$ cat config.mk
export PLATFORM = sky130hd
export DESIGN_NAME = threshold_sweep_calibrator
export DESIGN_NICKNAME = d
export VERILOG_FILES = /design/src/rtl/calib_pkg.sv /design/src/rtl/frame_position_counter.sv /design/src/rtl/threshold_sweep_calibrator.sv
export SDC_FILE = /design/constraint.sdc
export NUM_CORES = 1
export LEC_CHECK = 0
export CAP_MARGIN = 10
export CELL_PAD_IN_SITES_DETAIL_PLACEMENT = 1
export CELL_PAD_IN_SITES_GLOBAL_PLACEMENT = 1
export CORE_UTILIZATION = 45
export DETAILED_ROUTE_END_ITERATION = 12
export PLACE_DENSITY_LB_ADDON = 0.08
export SKIP_LAST_GASP = 1
export SLEW_MARGIN = 20
export SYNTH_ARGS = -nofsm -noshare
export SYNTH_HDL_FRONTEND = slang
export SYNTH_SLANG_ARGS = --single-unit
$ cat constraint.sdc
create_clock -name clk_in -period 6 [get_ports clk_in]
set_clock_uncertainty 0.2 [all_clocks]
set_input_delay 1.2 -clock clk_in [delete_from_list [all_inputs] [get_ports clk_in]]
set_output_delay 1.2 -clock clk_in [all_outputs]
set_load 0.05 [all_outputs]
$ cat src/rtl/calib_pkg.sv
// Shared types and helpers for the threshold sweep calibrator.
//   state_e      : sweep state (SETTLE, MEASURE, LOCKED)
//   THRESH_W     : width of the threshold driven to the dither stage
//   count_width  : transition counter width for an H x V frame
package calib_pkg;

  typedef enum logic [1:0] {
    SETTLE  = 2'd0,
    MEASURE = 2'd1,
    LOCKED  = 2'd2
  } state_e;

  localparam int unsigned THRESH_W = 8;

  // Wide enough to hold H*V, the loose upper bound on a frame's transition count.
  function automatic int unsigned count_width(input int unsigned h, input int unsigned v);
    return $clog2(h * v + 1);
  endfunction

endpackage

$ cat src/rtl/frame_position_counter.sv
// Raster position tracker. Advances only on valid pixels.
// Ports:
//   clk, rst_n     : clock, synchronous active-low reset
//   pixel_valid    : a pixel is accepted this cycle
//   column, line   : position of the pixel currently presented
//   first_in_line  : current position is column 0
//   eof            : the valid pixel at (H_PIXELS-1, V_LINES-1) is being accepted
module frame_position_counter #(
  parameter int unsigned H_PIXELS = 320,
  parameter int unsigned V_LINES  = 240,
  localparam int unsigned COL_W   = (H_PIXELS > 1) ? $clog2(H_PIXELS) : 1,
  localparam int unsigned LINE_W  = (V_LINES > 1) ? $clog2(V_LINES) : 1
) (
  input  logic              clk,
  input  logic              rst_n,
  input  logic              pixel_valid,
  output logic [COL_W-1:0]  column,
  output logic [LINE_W-1:0] line,
  output logic              first_in_line,
  output logic              eof
);

  localparam logic [COL_W-1:0]  COL_LAST  = COL_W'(H_PIXELS - 1);
  localparam logic [LINE_W-1:0] LINE_LAST = LINE_W'(V_LINES - 1);

  logic [COL_W-1:0]  col_q, col_d;
  logic [LINE_W-1:0] line_q, line_d;
  logic              col_wrap, line_wrap;

  assign col_wrap  = (col_q == COL_LAST);
  assign line_wrap = (line_q == LINE_LAST);

  always_comb begin
    col_d  = col_q;
    line_d = line_q;
    if (pixel_valid) begin
      if (col_wrap) begin
        col_d  = '0;
        line_d = line_wrap ? '0 : line_q + 1'b1;
      end else begin
        col_d = col_q + 1'b1;
      end
    end
  end

  always_ff @(posedge clk) begin
    if (!rst_n) begin
      col_q  <= '0;
      line_q <= '0;
    end else begin
      col_q  <= col_d;
      line_q <= line_d;
    end
  end

  assign column        = col_q;
  assign line          = line_q;
  assign first_in_line = (col_q == '0);
  assign eof           = pixel_valid && col_wrap && line_wrap;

endmodule

$ cat src/rtl/threshold_sweep_calibrator.sv
// Sweeps NUM_CANDIDATES dither thresholds, discarding SETTLE_FRAMES frames after each
// change, counts intra-line 0/1 transitions over one measured frame per candidate and
// locks the threshold that produced the most transitions (ties keep the lower one).
// Optional feature macro: CALIB_TRACK_EN -- while locked, keep counting and request a
// new sweep when a frame drops below half the winning count.
// Ports:
//   clk_in, rst_in   : clock, synchronous active-low reset
//   pixel_in         : dithered pixel fed back from the dither stage
//   pixel_valid_in   : pixel_in qualifier, raster order
//   recal_in         : request a new sweep (applied at the next end of frame)
//   threshold_out    : threshold driven to the dither stage
//   calibrating_out  : sweep in progress
//   done_out         : threshold locked
//   best_count_out   : transition count of the winning candidate
module threshold_sweep_calibrator
  import calib_pkg::*;
#(
  parameter int unsigned H_PIXELS       = 320,
  parameter int unsigned V_LINES        = 240,
  parameter int unsigned NUM_CANDIDATES = 16,
  parameter int unsigned THRESH_START   = 0,
  parameter int unsigned THRESH_STEP    = 16,
  parameter int unsigned SETTLE_FRAMES  = 1,
  localparam int unsigned COUNT_W       = count_width(H_PIXELS, V_LINES)
) (
  input  logic                clk_in,
  input  logic                rst_in,
  input  logic                pixel_in,
  input  logic                pixel_valid_in,
  input  logic                recal_in,
  output logic [THRESH_W-1:0] threshold_out,
  output logic                calibrating_out,
  output logic                done_out,
  output logic [COUNT_W-1:0]  best_count_out
);

  localparam int unsigned COL_W       = (H_PIXELS > 1) ? $clog2(H_PIXELS) : 1;
  localparam int unsigned LINE_W      = (V_LINES > 1) ? $clog2(V_LINES) : 1;
  localparam int unsigned IDX_W       = (NUM_CANDIDATES > 1) ? $clog2(NUM_CANDIDATES) : 1;
  localparam int unsigned SET_W       = (SETTLE_FRAMES > 1) ? $clog2(SETTLE_FRAMES) : 1;
  localparam int unsigned SETTLE_LAST = (SETTLE_FRAMES > 0) ? SETTLE_FRAMES - 1 : 0;
  localparam state_e      INIT_STATE  = (SETTLE_FRAMES == 0) ? MEASURE : SETTLE;
  localparam logic [IDX_W-1:0]    LAST_IDX  = IDX_W'(NUM_CANDIDATES - 1);
  localparam logic [THRESH_W-1:0] TH_START  = THRESH_W'(THRESH_START);
  localparam logic [THRESH_W-1:0] TH_STEP   = THRESH_W'(THRESH_STEP);

  if (NUM_CANDIDATES < 1) begin : g_bad_num
    $error("NUM_CANDIDATES must be at least 1");
  end
  if (NUM_CANDIDATES >= 1 &&
      THRESH_START + (NUM_CANDIDATES - 1) * THRESH_STEP > 255) begin : g_bad_range
    $error("last candidate threshold exceeds 255");
  end

  logic [COL_W-1:0]  column;
  logic [LINE_W-1:0] line;
  logic              first_in_line;
  logic              eof;

  frame_position_counter #(
    .H_PIXELS (H_PIXELS),
    .V_LINES  (V_LINES)
  ) u_pos (
    .clk           (clk_in),
    .rst_n         (rst_in),
    .pixel_valid   (pixel_valid_in),
    .column        (column),
    .line          (line),
    .first_in_line (first_in_line),
    .eof           (eof)
  );

  // Position itself is only needed through first_in_line/eof.
  logic unused_pos;
  assign unused_pos = ^{column, line};

  state_e              state_q, state_d;
  logic [THRESH_W-1:0] thresh_q, thresh_d;
  logic [THRESH_W-1:0] best_th_q, best_th_d;
  logic [COUNT_W-1:0]  best_q, best_d;
  logic [COUNT_W-1:0]  count_q, count_d;
  logic [IDX_W-1:0]    index_q, index_d;
  logic [SET_W-1:0]    settle_q, settle_d;
  logic                pend_q, pend_d;
  logic                prev_q, prev_d;

  logic               trans;
  logic [COUNT_W-1:0] count_next;
  logic               count_en;
  logic               take;

  assign trans      = pixel_valid_in && !first_in_line && (pixel_in != prev_q);
  assign count_next = count_q + COUNT_W'(trans);

`ifdef CALIB_TRACK_EN
  assign count_en = (state_q == MEASURE) || (state_q == LOCKED);
`else
  assign count_en = (state_q == MEASURE);
`endif

  // Winner update: first candidate always seeds, afterwards strictly greater only.
  assign take = (count_next > best_q) || (index_q == '0);

  always_comb begin
    state_d   = state_q;
    thresh_d  = thresh_q;
    best_th_d = best_th_q;
    best_d    = best_q;
    count_d   = count_q;
    index_d   = index_q;
    settle_d  = settle_q;
    pend_d    = pend_q | recal_in;
    prev_d    = pixel_valid_in ? pixel_in : prev_q;

    if (count_en) begin
      count_d = count_next;
    end

    if (eof) begin
      count_d = '0;
      if (pend_q) begin
        // Pending recal replaces whatever this frame would have done.
        state_d   = INIT_STATE;
        thresh_d  = TH_START;
        best_th_d = TH_START;
        best_d    = '0;
        index_d   = '0;
        settle_d  = '0;
        pend_d    = recal_in;
      end else begin
        unique case (state_q)
          SETTLE: begin
            if (settle_q == SET_W'(SETTLE_LAST)) begin
              settle_d = '0;
              state_d  = MEASURE;
            end else begin
              settle_d = settle_q + 1'b1;
            end
          end
          MEASURE: begin
            if (take) begin
              best_d    = count_next;
              best_th_d = thresh_q;
            end
            if (index_q == LAST_IDX) begin
              thresh_d = take ? thresh_q : best_th_q;
              state_d  = LOCKED;
            end else begin
              thresh_d = thresh_q + TH_STEP;
              index_d  = index_q + 1'b1;
              settle_d = '0;
              state_d  = INIT_STATE;
            end
          end
          LOCKED: begin
`ifdef CALIB_TRACK_EN
            if (count_next < (best_q >> 1)) begin
              pend_d = 1'b1;
            end
`endif
          end
          default: ;
        endcase
      end
    end
  end

  always_ff @(posedge clk_in) begin
    if (!rst_in) begin
      state_q   <= INIT_STATE;
      thresh_q  <= TH_START;
      best_th_q <= TH_START;
      best_q    <= '0;
      count_q   <= '0;
      index_q   <= '0;
      settle_q  <= '0;
      pend_q    <= 1'b0;
      prev_q    <= 1'b0;
    end else begin
      state_q   <= state_d;
      thresh_q  <= thresh_d;
      best_th_q <= best_th_d;
      best_q    <= best_d;
      count_q   <= count_d;
      index_q   <= index_d;
      settle_q  <= settle_d;
      pend_q    <= pend_d;
      prev_q    <= prev_d;
    end
  end

  assign threshold_out   = thresh_q;
  assign calibrating_out = (state_q != LOCKED);
  assign done_out        = (state_q == LOCKED);
  assign best_count_out  = best_q;

endmodule

==> metrics.log <==
[metrics] floorplan die area: 9210 um2
[metrics] launch instance of the worst register-to-register path: u_pos.column[0]
[metrics] share of the clock period used by the worst path: 0.903
[metrics] HPWL after detailed placement: 6910 um
[metrics] element type at the critical path end: flip-flop
[metrics] leading cell type in the layout, fill and taps excluded: dfxtp_1
[metrics] post-placement cell count: 563
[metrics] number of diodes: 0
[metrics] register bit total from synthesis: 75
[metrics] row count: 33
[metrics] clock tree from TritonCTS: done
[metrics] clock insertion delay at the later pin of the skew report: 0.35 ns
[metrics] worst IR drop on VDD: 0.128 mV
[metrics] global-route total usage across every layer: 0.222
[metrics] post-CTS setup buffer count: 0
[metrics] Clock Tree Buf Depth: 2
[metrics] share of the synthesized area in the top cell type: 0.378
[metrics] reg-to-reg critical path endpoint: best_count_out[7]
[metrics] synthesized netlist net count: 470
[metrics] synth-to-layout area growth: 15.8%
[metrics] number of port buffers: 31
[metrics] nature of the critical path startpoint: input port
[metrics] dominant register cell in the synthesized netlist: dfxtp_1
[metrics] Netlist Area Pre-Place: 3970 um2
[metrics] status: finished clean
[metrics] DRC viols: 0
[metrics] post-synthesis async set-or-reset flop share: 0
[metrics] critical path class: input port to flip-flop
[metrics] combined area of the multi-input logic cells: 2270 um2
[metrics] Min Clock Period, post-route: 5.42 ns
[metrics] Slew HR: 0.329
[metrics] clock slew at reported path FFs: 0.08 ns
[metrics] fin util: 0.549
[metrics] Starting Density: 0.474
[metrics] number of distinct library cells after synthesis: 55
[metrics] switching share of power: 0.211
[metrics] nets@finish: 499
[metrics] number of non-filler instances in the completed layout: 579
[metrics] total leakage power: 1.70 nW
[metrics] part of the total power dissipated in the clock network: 0.488
[metrics] Data required, critical path: 6.10 ns
[metrics] CTS buffer count: 9
[metrics] startpoint of the lowest-slack hold path: best_th_q[5]
[metrics] syn avg cell area: 9.03 um2
[metrics] top achievable clock speed: 185 MHz
[metrics] part of the total power dissipated in sequential elements: 0.477
[metrics] RSZ-0062 raised after global routing: no
[metrics] Ports: 32
[metrics] via count of the routed design: 3238
[metrics] y dimension of the die: 96.0 um
[metrics] data arrival time at the worst-slack endpoint: 5.52 ns
[metrics] total internal power: 0.831 mW
[metrics] DR iter-0 viols: 84
[metrics] pin slew with the least headroom to its limit: 1.00 ns
[metrics] initial antenna violation count: 0
[metrics] Worst Hold Depth: 1
[metrics] Setup TNS: 0 ns
[metrics] switching power summed over all nets: 0.223 mW
[metrics] residual antenna-violating net count after detailed routing: 0
[metrics] dominant cells by area after synthesis: dfxtp_1, ha_1, a32o_1, xnor2_1, xor2_1
[metrics] Logic pwr share: 0.035
[metrics] final weighted congestion of routability-driven global placement: 0.815
[metrics] overall power of the completed layout: 1.05 mW
[metrics] EDFF count, synth: 0
[metrics] # clock sinks: 75
[metrics] first-pass GRT wire length: 15600 um
[metrics] count of mapped cells out of synthesis: 440
[metrics] vias in the first global route: 3280
[metrics] total power density per cell area: 229 nW/um2
[metrics] flip-flop and latch area: 1500 um2
[metrics] max-slew violation total from the final report: 0
[metrics] number of max-cap violations: 0
[metrics] chip width: 96.0 um
[metrics] post-synthesis cell type with the largest combined area: dfxtp_1
[metrics] total detailed-routing wirelength: 9430 um
[metrics] most frequent cells in the layout: dfxtp_1, nor2_1, nand2_1
[metrics] detailed-route vias per instance: 5.59
[metrics] DR WL/cell: 16.3 um
[metrics] R2R Setup Slk: 1.31 ns
[metrics] class of the tightest hold or removal check: flip-flop to flip-flop
[metrics] maximum level of the CTS H-tree: 3
[metrics] top fanout value on the critical path: 25
[metrics] count of warnings emitted by yosys: 0
[metrics] pin count of the biggest net entering global routing: 26
[metrics] 1st-pass router iterations: 4
[metrics] Min-Delay Endpoint: best_th_q[5]
[metrics] depth of the most critical reg-to-reg path: 18
[metrics] core region area: 8380 um2
[metrics] clk root buf: clkbuf_8
[metrics] total count of hold-check failures in the final report: 0
[metrics] final global-route overflow total: 0
[metrics] fillcell total: 991
[metrics] fraction of final layout cells sized beyond drive strength 1: 0.0717
[metrics] count of endpoints failing setup in the final report: 0
[metrics] proportion of synthesized chip area in sequential cells: 0.378
repair_timing:
action	4_1_cts	5_1_grt
hold buffers	0	0
endpoints found under the setup margin	0	25
resized for setup	0	1
stage by stage:
step                      setup WS [ns]  hold slack (ns)  instance area [um2]
after CTS                         0.375            0.272                 4590
final                             0.582            0.268                 4600
after floorplan                    1.25            0.233                 3970
after global routing              0.149            0.293                 4600
after detailed placement         0.0662            0.251                 4330
after global placement            0.354            0.247                 4330
Yosys cell counts (2+ instances only):
master / instances
a211o_1: 2
a21boi_0: 5
a21o_2: 2
a21oi_1: 13
a22oi_1: 2
a31oi_1: 4
a32o_1: 29
a32oi_1: 3
and2_1: 8
and3_1: 5
and4_1: 3
buf_2: 7
buf_6: 2
buf_8: 2
clkbuf_1: 5
dfxtp_1: 75
ha_1: 25
inv_1: 26
mux2i_1: 3
nand2_1: 38
nand2_2: 2
nand2b_1: 6
nand3_1: 14
nand4_1: 10
nor2_1: 45
nor2b_1: 9
nor3_1: 6
nor3_2: 3
nor3b_1: 2
nor4_1: 3
o21ai_0: 11
o31ai_1: 2
or3_1: 2
or4_1: 2
xnor2_1: 24
xor2_1: 21
layer usage:
metal	vias up	wire length, um	global-route usage
met5	-	0	0
met4	0	204	0.103
met3	16	194	0.0284
met2	35	4400	0.366
met1	1563	4630	0.287
li1	1624	-	-
cells by family after synthesis:
logic type,Yosys count,synth area share
AO/OA/AOI/OAI,81,0.165
XOR/XNOR,45,0.0992
adder cells (fa/ha/maj),25,0.0787
buffers and inverters,44,0.0542
flip-flops,75,0.378
multiplexers,3,0.00756
AND/OR/NAND/NOR,167,0.217
worst max-delay path: stages:
cell and delay, ns:
clkdlybuf4s50_1 0.49, xor2_1 0.16, nand2_1 0.07, a21oi_1 0.15
ha_1 0.22, ha_1 0.23, and3_1 0.28, nand4_1 0.27
inv_1 0.14, nand3_1 0.10, xnor2_1 0.17, ha_1 0.31
and4_1 0.22, nand2_1 0.08, nor4_1 0.45, or3_1 0.34
a32o_4 0.44, a32o_1 0.18
how the worst max path moves through the flow:
| stage | slack, ns | to | startpoint | cells after the start |
|---|---|---|---|---|
| finish | 0.58 | best_count_out[7] | pixel_in | 18 |
| global route | 0.15 | best_count_out[14] | pixel_in | 18 |
| CTS | 0.37 | best_count_out[7] | pixel_in | 18 |
| detailed placement | 0.07 | best_count_out[7] | pixel_in | 18 |
| global placement | 0.35 | best_count_out[15] | pixel_in | 18 |
| floorplan | 1.25 | best_count_out[10] | pixel_valid_in | 20 |
registers in the layout (all words and copies together), names as in the netlist:
signal and count:
count_q 17, u_pos.line 8, prev_q 1, best_count_out 17, pend_q 1, index_q 4, u_pos.column 9, threshold_out 8
state_q 2, best_th_q 8
power by group through the flow:
| stage | clock network, mW | registers [mW] | logic [mW] |
|---|---|---|---|
| global route | 0.546 | 0.503 | 0.0412 |
| finish | 0.515 | 0.503 | 0.0364 |
| detailed placement | 0 | 0.515 | 0.0362 |
| CTS | 0.525 | 0.503 | 0.0364 |
| floorplan | 0 | 0.513 | 0.0275 |
| global placement | 0 | 0.514 | 0.0357 |
layout make-up:
type	count	share of cell area
clock inverters	5	0.0272
inverters	26	0.0212
multi-input cells	321	0.493
clock buffers	11	0.0286
repair buffers	36	0.0756
well taps	105	0.0286
flip-flops and latches	75	0.326
(Power assumes the default switching activity.)
